<file path="src/rtl/cht_pkg.sv">
// cht_pkg: shared command and FSM state encodings for the cht shift bank.
package cht_pkg;
    typedef enum logic [1:0] {OP_NOP, OP_LOAD, OP_SHL, OP_SHR} cht_op_t;
    typedef enum logic [1:0] {ST_IDLE, ST_SHIFT, ST_DONE} cht_state_t;
endpackage

</file>
<file path="src/rtl/cht_lane.sv">
// cht_lane: one WIDTH-bit lane register with parallel load and 1-bit serial shift.
module cht_lane #(
    parameter int WIDTH = 16
) (
    input  logic             clk,
    input  logic             rst,
    input  logic             en_load,
    input  logic             en_shl,
    input  logic             en_shr,
    input  logic             ser_in,
    input  logic [WIDTH-1:0] load_data,
    output logic [WIDTH-1:0] q
);
    logic [WIDTH-1:0] q_q, q_d;
    always_comb begin
        q_d = en_load ? load_data
            : en_shl  ? {q_q[WIDTH-2:0], ser_in}
            : en_shr  ? {ser_in, q_q[WIDTH-1:1]}
            : q_q;
    end
    always_ff @(posedge clk or posedge rst) begin
        if (rst) q_q <= '0;
        else     q_q <= q_d;
    end
    assign q = q_q;
endmodule

</file>
<file path="src/rtl/cht_shift_bank.sv">
// cht_shift_bank: bank of lane registers loaded or shifted by valid/ready commands.
module cht_shift_bank
    import cht_pkg::*;
#(
    parameter int WIDTH = 16,
    parameter int LANES = 2,
    parameter int CNT_W = 4,
    parameter int LN_W  = ($clog2(LANES) > 0) ? $clog2(LANES) : 1
) (
    input  logic                   clk,
    input  logic                   rst,
    input  logic                   cmd_valid,
    output logic                   cmd_ready,
    input  logic [1:0]             cmd_op,
    input  logic [LN_W-1:0]        cmd_lane,
    input  logic [CNT_W-1:0]       cmd_amt,
    input  logic [WIDTH-1:0]       load_data,
    input  logic                   ser_in,
    output logic [LANES*WIDTH-1:0] q,
    output logic                   busy,
    output logic                   done,
    output logic                   done_err
);
    cht_state_t       state_q, state_d;
    logic [CNT_W-1:0] cnt_q, cnt_d;
    logic [LN_W-1:0]  lane_q, lane_d;
    logic             shr_q, shr_d;
    logic             err_q, err_d;
    logic             accept, lane_ok, is_shift;
    cht_op_t          op;

    assign op        = cht_op_t'(cmd_op);
    assign cmd_ready = (state_q == ST_IDLE) && !rst;
    assign accept    = cmd_valid && cmd_ready;
    assign lane_ok   = int'(cmd_lane) < LANES;
    assign is_shift  = (op == OP_SHL) || (op == OP_SHR);

    // Bad lanes and zero-length shifts collapse to a plain NOP completion.
    always_comb begin
        state_d = state_q;
        cnt_d   = cnt_q;
        lane_d  = lane_q;
        shr_d   = shr_q;
        err_d   = 1'b0;
        case (state_q)
            ST_IDLE: if (accept) begin
                lane_d  = cmd_lane;
                shr_d   = op == OP_SHR;
                cnt_d   = cmd_amt;
                err_d   = !lane_ok;
                state_d = (lane_ok && is_shift && cmd_amt != '0) ? ST_SHIFT : ST_DONE;
            end
            ST_SHIFT: begin
                cnt_d   = cnt_q - CNT_W'(1);
                state_d = (cnt_q == CNT_W'(1)) ? ST_DONE : ST_SHIFT;
            end
            default: state_d = ST_IDLE;
        endcase
    end

    always_ff @(posedge clk or posedge rst) begin
        if (rst) begin
            state_q <= ST_IDLE;
            cnt_q   <= '0;
            lane_q  <= '0;
            shr_q   <= 1'b0;
            err_q   <= 1'b0;
        end else begin
            state_q <= state_d;
            cnt_q   <= cnt_d;
            lane_q  <= lane_d;
            shr_q   <= shr_d;
            err_q   <= err_d;
        end
    end

    assign busy     = state_q == ST_SHIFT;
    assign done     = state_q == ST_DONE;
    assign done_err = err_q;

    for (genvar g = 0; g < LANES; g++) begin : g_lane
        logic sel_now, sel_cap;
        assign sel_now = lane_ok && (cmd_lane == LN_W'(g));
        assign sel_cap = busy && (lane_q == LN_W'(g));
        cht_lane #(.WIDTH(WIDTH)) u_lane (
            .clk       (clk),
            .rst       (rst),
            .en_load   (accept && op == OP_LOAD && sel_now),
            .en_shl    (sel_cap && !shr_q),
            .en_shr    (sel_cap && shr_q),
            .ser_in    (ser_in),
            .load_data (load_data),
            .q         (q[g*WIDTH +: WIDTH])
        );
    end
endmodule

</file>
<file path="config.mk">
export PLATFORM = sky130hd
export DESIGN_NAME = cht_shift_bank
export DESIGN_NICKNAME = d
export VERILOG_FILES = /design/src/rtl/cht_pkg.sv /design/src/rtl/cht_lane.sv /design/src/rtl/cht_shift_bank.sv
export SDC_FILE = /design/constraint.sdc
export NUM_CORES = 1
export LEC_CHECK = 0
export ABC_AREA = 1
export CAP_MARGIN = 0
export CORE_MARGIN = 8
export CORE_UTILIZATION = 55
export CTS_CLUSTER_SIZE = 16
export DETAILED_ROUTE_END_ITERATION = 10
export PLACE_DENSITY = 0.88
export RECOVER_POWER = 50
export SLEW_MARGIN = 20
export SYNTH_ARGS = -nofsm -noshare
export SYNTH_HDL_FRONTEND = slang
export SYNTH_SLANG_ARGS = --single-unit
export TNS_END_PERCENT = 30
</file>
<file path="constraint.sdc">
create_clock -name clk -period 2.3 [get_ports clk]
set_input_delay 0.23 -clock clk [delete_from_list [all_inputs] [get_ports clk]]
set_output_delay 0.23 -clock clk [all_outputs]
set_load 0.02 [all_outputs]
</file>
==> results of run 1 <==
## synthesized netlist by cell type (3+ instances only)
| cell type | instances |
|---|---|
| buf_2 | 9 |
| inv_2 | 3 |
| nand2_1 | 173 |
| nand3_1 | 80 |
| buf_6 | 4 |
| a21oi_1 | 3 |
| clkbuf_1 | 4 |
| nor2_1 | 13 |
| nand4_1 | 17 |
| inv_1 | 31 |
| nor2_4 | 3 |
| buf_1 | 3 |
| nor3_1 | 4 |
| o21ai_0 | 6 |
| dfrtp_1 | 40 |
| buf_4 | 4 |
## metal layers
metal,GRT usage,part of all wire,vias up
met5,0,0,-
met4,0.0829,0.016,0
met3,0.0510,0.080,12
met2,0.342,0.48,149
met1,0.250,0.43,1345
li1,-,-,1424
## power by group through the flow
stage	logic (mW)	clock network, mW	registers (mW)
6_report	2.09	0.509	1.25
5_1_grt	2.31	0.548	1.29
4_1_cts	2.12	0.520	1.25
3_5_place_dp	2.10	0	1.26
3_3_place_gp	2.05	0	1.25
2_1_floorplan	1.12	0	1.46
## flip-flops by register name (all words and copies together) (netlist names)
signal and cells:
cnt_q 4, g_lane.u_lane.q 32, lane_q 1, state_q 2
shr_q 1
## worst register-to-register path: cells and delay by family (launching register included)
| family | cells | cell delay [ps] |
|---|---|---|
| AND/OR/NAND/NOR | 7 | 1450 |
| flip-flops | 1 | 430 |
## layout make-up
type,instances,area share
inverters,34,0.0372
multi-input cells,315,0.424
flip-flops and latches,40,0.292
clock buffers,7,0.0281
repair buffers,69,0.195
well taps,67,0.0244
## path summary, 6_finish.rpt
kind	to	slack (ps)	cells after the start
worst max-delay path	g_lane[1].u_lane.q[12]	360	7
max in group asynchronous	g_lane[0].u_lane.q[10]	880	3
worst max register to register	g_lane[1].u_lane.q[12]	360	7
min in group asynchronous	state_q[1]	790	3
worst min register to register	shr_q	510	2
worst min-delay path	shr_q	510	2
## through the flow
| step | util | area, µm² | std cells | setup WS, ps |
|---|---|---|---|---|
| after detailed placement | 0.704 | 3350 | 525 | 373 |
| final | 0.722 | 3430 | 532 | 360 |
| after global placement | 0.704 | 3350 | 525 | 412 |
| after CTS | 0.724 | 3440 | 532 | 401 |
| after floorplan | - | 2740 | 413 | 104 |
| after global routing | 0.722 | 3430 | 532 | 176 |
## cell families after synthesis
| family | share of synthesized area |
|---|---|
| adders and majority gates | 0.00914 |
| and+or+nand+nor | 0.498 |
| AOI/OAI and AO/OA | 0.0219 |
| other | 0.00137 |
| DFF | 0.366 |
| muxes | 0.00411 |
| buffers and inverters | 0.100 |
==> results.cfg, run 1 <==
[clock_tree]
cts_buffer_depth = 2
clk_pin_slew_ps = 80
clkSinkCount = 40
postCtsHoldBufs = 0
cts_tree = built
postCtsSetupRepairBufs = 0
cts_made_buffers = 5
cts_max_level = 2
clk-insertion-delay-late_ps = 300
cts_root_buffer = clkbuf_8
cts_resized = 0

[yosys]
syn-num-nets = 442
netlist.area_leader.share = 0.366
ys_warn_count = 0
async_flop_share = 1.00
synth_area_leader_cell = dfrtp_1
yosysSeqAreaShare = 0.366
postSynthAreaPerCell_um2 = 6.63
synth_cells = 413
ys_ff_latch = 40
ys_top_cells_by_area = dfrtp_1, nand2_1, nand3_1
netlist_area_mm2 = 0.00274
ys.flop_type = dfrtp_1
synth_cell_types = 29
synth_edf_count = 0

[grt]
antenna_found_initial = 0
grt_pass1_vias = 2831
grt_overflow_total = 0
grt_max_degree = 41
grt_pass1_wl_um = 12600
grt_util_all_layers = 0.206

[routing]
vias = 2930
routedWlPerCell_um = 14.2
drtPass1Iterations = 5
via_per_inst = 5.51
drcViolationCount = 0
drt-initial-drc-count = 243
finalWirelength_um = 7530
ant_nets = 0

[cells_and_area]
drive_above_1_share = 0.0645
layout_commonest_cell = nand2_1
area_growth_pct = 25.4
layout.nets = 494
multi_input_area_mm2 = 0.00146
antenna_cells = 0
n_fill_cell = 398
final_cell_mix = nand2_1, nand3_1, clkdlybuf4s50_1
seq_area_mm2 = 0.00100

[floorplan]
die_x_um = 86.6
num_io_pins = 63
die-area_mm2 = 0.00749
die_y_um = 86.6
coreArea_mm2 = 0.00475
start_util = 0.576
std_cell_rows = 25

[worst_setup_path]
endpoint_kind = flop
startpoint = state_q[0]
cp.arrival_ps = 2170
critPathTopFamily = simple AND/OR/NAND/NOR gates
max_stage_delay_ps = 430
worstPathMaxFanout = 33
worst-path-buf-inv = 0
criticalPathCategory = flop to flop
r2r_start = state_q[0]
cp.required_ps = 2530
cpMostUsedCell = nand2_4
cp_slowest_cell = dfrtp_1
path_cells = nor2_1 > nand3_4 > nor2_8 > nand2_4 > nand2_4 > nand3_1 > nand2_1
setup.worst_path.start_class = flop

[timing]
hold_slack_ps = 509
period_share = 0.844
slew_headroom = 0.327
slew_violations = 0
hold_viol_final = 0
fin_skew_ps = 8.06
fmax_mhz = 515
layout_min_cycle_time_ps = 1940
fin_setup_tns_ps = 0
setup_viol = 0
rsz0062_at_grt = false
worst_slew_pin_slew_ps = 1010

[placement]
io_buffer_count = 61
routabilityCongestion = 0.907
dpl.hpwl_um = 5520

[job]
drv_cap = 0

[pwr]
finalPower_mw = 3.85
max-vdd-ir-drop_v = 0.000715
clockPowerShare = 0.132
power_frac_comb = 0.543
p_int_mw = 2.08
swShare = 0.459
p_switching_mw = 1.77
p_leak_nw = 1.83
seq_power_share = 0.325
p_per_area_mw_per_mm2 = 1120

[min_path]
min_from = shr_q
hold_path.class = flop to flop

[outcome]
status = finished clean
No activity file was read; power rests on OpenSTA's default activity.
==> run 2, diff against run 1 <==
Settings changed: CORE_UTILIZATION 55 to 51, PLACE_DENSITY 0.88 to 0.82.
Clock period 2.3 ns to 1.9 ns, I/O delays scaled along.
==> run 2 against run 1 <==
Net effect: sequential share of layout area down 0.78 points; die area up 6.4%; clock skew decreased by 4.0 ps.
==> results.cfg, run 2 (synthesis results as in run 1) <==
[floorplan]
die_y_um = 89.3
die-area_mm2 = 0.00797
std_cell_rows = 26
start_util = 0.533
die_x_um = 89.3
num_io_pins = 63
coreArea_mm2 = 0.00514

[timing]
rsz0062_at_grt = false
worst_slew_pin_slew_ps = 1000
hold_viol_final = 0
slew_violations = 0
fin_skew_ps = 4.02
slew_headroom = 0.333
fin_setup_tns_ps = 0
hold_slack_ps = 526
setup_viol = 0
fmax_mhz = 603
fin_ws_ps = 242
period_share = 0.872
layout_min_cycle_time_ps = 1660

[clock_tree]
clkSinkCount = 40
clk-insertion-delay-late_ps = 300
cts_root_buffer = clkbuf_8
cts_tree = built
postCtsSetupRepairBufs = 0
clk_pin_slew_ps = 80
cts_buffer_depth = 2
cts_max_level = 2
cts_made_buffers = 5

[worst_setup_path]
cp.required_ps = 1710
path_cells = nor2_1 > clkdlybuf4s50_1
worstPathMaxFanout = 5
max_stage_delay_ps = 610
worst-path-buf-inv = 1
setup.worst_path.start_class = flop
cp.arrival_ps = 1470
endpoint_kind = output port
cp_slowest_cell = clkdlybuf4s50_1
criticalPathCategory = flop to output port
critPathTopFamily = buffers and inverters

[routing]
via_per_inst = 5.42
finalWirelength_um = 7710
routedWlPerCell_um = 14.2
drcViolationCount = 0
drtPass1Iterations = 4
drt-initial-drc-count = 229
ant_nets = 0
vias = 2947

[pwr]
p_per_area_mw_per_mm2 = 1360
p_leak_nw = 1.89
max-vdd-ir-drop_v = 0.000900
finalPower_mw = 4.78

[grt]
grt_overflow_total = 0
grt_pass1_vias = 2793
antenna_found_initial = 0
grt_max_degree = 41
grt_pass1_wl_um = 12900
grt_util_all_layers = 0.204

[min_path]
hold_path.class = flop to flop

[cells_and_area]
layout.nets = 502
finish.utilization = 0.686
final_cell_mix = nand2_1, nand3_1, clkdlybuf4s50_1
n_fill_cell = 477
seq_area_mm2 = 0.00100
drive_above_1_share = 0.0823
area_growth_pct = 28.8
multi_input_area_mm2 = 0.00146
largest_register_ffs = 32
antenna_cells = 0
layout_commonest_cell = nand2_1

[placement]
place_worst_setup_slack_ps = 151
routabilityCongestion = 0.896
io_buffer_count = 61
dpl.hpwl_um = 5750

[outcome]
status = finished clean

[job]
drv_cap = 0
-- run 2: metrics by stage --
| stage | area [µm²] | cells |
|---|---|---|
| 2_1_floorplan | 2740 | 413 |
| 3_3_place_gp | 3440 | 536 |
| 3_5_place_dp | 3440 | 536 |
| 4_1_cts | 3540 | 544 |
| 5_1_grt | 3530 | 544 |
| 6_report | 3530 | 544 |
-- run 2: per-layer routing --
layer	vias up	wire, µm	track usage
met5	-	0	0
met4	0	157	0.0816
met3	21	630	0.0533
met2	150	3530	0.333
met1	1333	3400	0.250
li1	1443	-	-
-- run 2: path summary, 6_finish.rpt --
path,startpoint,endpoint,slack [ps],depth (start not counted)
setup / recovery,state_q[0],done,240,2
max in group asynchronous,rst,g_lane[1].u_lane.q[4],520,3
min in group asynchronous,rst,shr_q,770,3
hold / removal,g_lane[0].u_lane.q[15],g_lane[0].u_lane.q[15],530,2
setup reg to reg,state_q[0],g_lane[1].u_lane.q[5],240,9
hold reg to reg,g_lane[0].u_lane.q[15],g_lane[0].u_lane.q[15],530,2
-- run 2: power breakdown --
part           switching (mW)  total (mW)  internal [mW]
registers               0.331        1.51           1.18
clock network           0.310       0.700          0.390
logic                    1.51        2.57           1.05
total                    2.15        4.78           2.63
-- run 2: cell type report --
type / count / area share
Sequential cell: 40 / 0.284
Tap cell: 70 / 0.0248
Clock inverter: 2 / 0.00994
Clock buffer: 6 / 0.0206
Inverter: 34 / 0.0366
Multi-Input combinational cell: 315 / 0.413
Timing Repair Buffer: 77 / 0.211
-- run 2: what timing repair did --
| action | in CTS | in global routing |
|---|---|---|
| endpoints found under the setup margin | 1 | 1 |
| resized for setup | 1 | 1 |
| gates cloned | 0 | 0 |
| hold buffers | 0 | 0 |
-- run 2: worst register-to-register path, stage by stage, from the launching register on --
cell,delay (ps)
dfrtp_1,430
nor2_1,270
nand3_4,170
nor2_8,150
nand2_4,120
buf_12,180
nand2_1,70
nand2_1,50
nand2_1,60
nand2_1,50
==> run 3, diff against run 2 <==
Settings changed: ABC_AREA 1 to default, CORE_UTILIZATION 51 to 47, PLACE_DENSITY 0.82 to 0.8.
==> run 3 against run 2 <==
Net effect: area after synthesis shrank 21%; non-clock buffer count shrank 1; global-route usage shrank 2.6 points.
==> results.cfg, run 3 <==
[timing]
hold_viol_final = 0
setup_viol = 0
period_share = 0.956
layout_min_cycle_time_ps = 1820
worst_slew_pin_slew_ps = 987
rsz0062_at_grt = false
slew_headroom = 0.342
fmax_mhz = 551
fin_skew_ps = 4.81
slew_violations = 0

[pwr]
clockPowerShare = 0.126
seq_power_share = 0.346
max-vdd-ir-drop_v = 0.00105
p_int_mw = 2.74
power_frac_comb = 0.528
p_leak_nw = 1.26
p_per_area_mw_per_mm2 = 1580
p_switching_mw = 1.96
finalPower_mw = 4.70
swShare = 0.417

[cells_and_area]
largest_register_ffs = 32
antenna_cells = 0
n_fill_cell = 362
finish.utilization = 0.672
layout.nets = 305
final_area_mm2 = 0.00297
final_cell_mix = clkdlybuf4s50_1, dfrtp_1, nor2_1
area_growth_pct = 37.0
layout_commonest_cell = clkdlybuf4s50_1
drive_above_1_share = 0.0903

[worst_setup_path]
worstPathMaxFanout = 6
worst-path-buf-inv = 2
cp_slowest_cell = clkdlybuf4s50_1
critPathTopFamily = buffers and inverters
endpoint_kind = output port
cp.arrival_ps = 1630
max_stage_delay_ps = 630
cp.required_ps = 1710
path_cells = buf_4 > nor3_1 > clkdlybuf4s50_1
criticalPathCategory = flop to output port
setup.worst_path.start_class = flop

[clock_tree]
postCtsHoldBufs = 0
postCtsSetupRepairBufs = 0
clk_pin_slew_ps = 80
clkSinkCount = 40
cts_made_buffers = 5
cts_max_level = 2
cts_root_buffer = clkbuf_8
cts_tree = built
clk-insertion-delay-late_ps = 290
cts_buffer_depth = 2
cts_resized = 0

[placement]
placed_cell_area_mm2 = 0.00290
dpl.hpwl_um = 4420
io_buffer_count = 61
routabilityCongestion = 0.766

[grt]
grt_util_all_layers = 0.179
grt-busiest-layer = met2
grt_pass1_vias = 2014
grt_overflow_total = 0
gr-usage-met3 = 0.0449
grt_pass1_wl_um = 10400
met1_usage = 0.230
antenna_found_initial = 0
grt_use_met2 = 0.284
grt_max_degree = 41

[floorplan]
die-area_mm2 = 0.00704
start_util = 0.491
die_y_um = 83.9
std_cell_rows = 24
coreArea_mm2 = 0.00441
die_x_um = 83.9
num_io_pins = 63

[job]
drv_cap = 0

[yosys]
synth.most_common_cell = dfrtp_1
yosysSeqAreaShare = 0.462
synth_cell_types = 30
syn-num-nets = 236
ys_ff_latch = 40
netlist.area_leader.share = 0.462
ys_warn_count = 0
synth_common_cells = dfrtp_1, nor2_1, a221o_1
postSynthAreaPerCell_um2 = 10.5
synth_cells = 207
synth_area_leader_cell = dfrtp_1
netlist_area_mm2 = 0.00217
ys_top_cells_by_area = dfrtp_1, a221o_1, mux2i_1
ys.flop_type = dfrtp_1
async_flop_share = 1.00
synth_edf_count = 0

[routing]
routedWlPerCell_um = 18.5
vias = 1953
drt-initial-drc-count = 175
drcViolationCount = 0
finalWirelength_um = 6100
via_per_inst = 5.94
drtPass1Iterations = 4
ant_nets = 0

[min_path]
hold_path.class = input pin to flop

[outcome]
status = finished clean
[run 3: layout make-up]
type,instances,area (µm²),share of cell area
sequential,40,1000,0.337
clock inverter,2,10.0,0.00337
multi-input combinational,148,1070,0.362
tap,52,65.1,0.0219
timing repair buffer,76,716,0.241
inverter,5,18.8,0.00632
clock buffer,6,82.6,0.0278
[run 3: kinds of logic (layout without fill, tap and decap cells)]
family	after synthesis	count (layout)	share of synthesized area
muxes	28	28	0.129
and+or+nand+nor	65	65	0.144
DFF	40	40	0.462
other	1	1	0.00173
buffers and inverters	19	89	0.0439
AOI/OAI and AO/OA	52	52	0.207
adders and majority gates	2	2	0.0115
[run 3: metrics by stage]
stage	hold slack [ps]	std cells	setup TNS, ps	worst slack [ps]
2_1_floorplan	314	207	-2130	-108
3_3_place_gp	520	321	-4240	-155
3_5_place_dp	523	321	-5090	-183
4_1_cts	421	329	0	10.3
5_1_grt	500	329	0	20.4
6_report	479	329	0	83.8
[run 3: power by group through the flow]
stage / clock network, mW / logic [mW] / registers [mW]
2_1_floorplan: 0 / 1.22 / 1.87
3_3_place_gp: 0 / 2.48 / 1.62
3_5_place_dp: 0 / 2.55 / 1.64
4_1_cts: 0.589 / 2.55 / 1.63
5_1_grt: 0.633 / 2.68 / 1.68
6_report: 0.590 / 2.48 / 1.63
[run 3: final timing paths]
path	from	end	slack, ps	cells past startpoint
setup / recovery	state_q[1]	cmd_ready	80	3
hold / removal	cmd_amt[0]	cnt_q[0]	480	2
setup reg to reg	state_q[1]	g_lane[0].u_lane.q[11]	100	4
hold reg to reg	g_lane[1].u_lane.q[0]	g_lane[1].u_lane.q[0]	540	1
max in group asynchronous	rst	g_lane[0].u_lane.q[5]	500	4
min in group asynchronous	rst	g_lane[0].u_lane.q[14]	800	4
[run 3: metal layers]
| metal | up-vias | wire length [µm] |
|---|---|---|
| met5 | - | 0 |
| met4 | 0 | 61 |
| met3 | 6 | 379 |
| met2 | 73 | 3020 |
| met1 | 963 | 2630 |
| li1 | 911 | - |
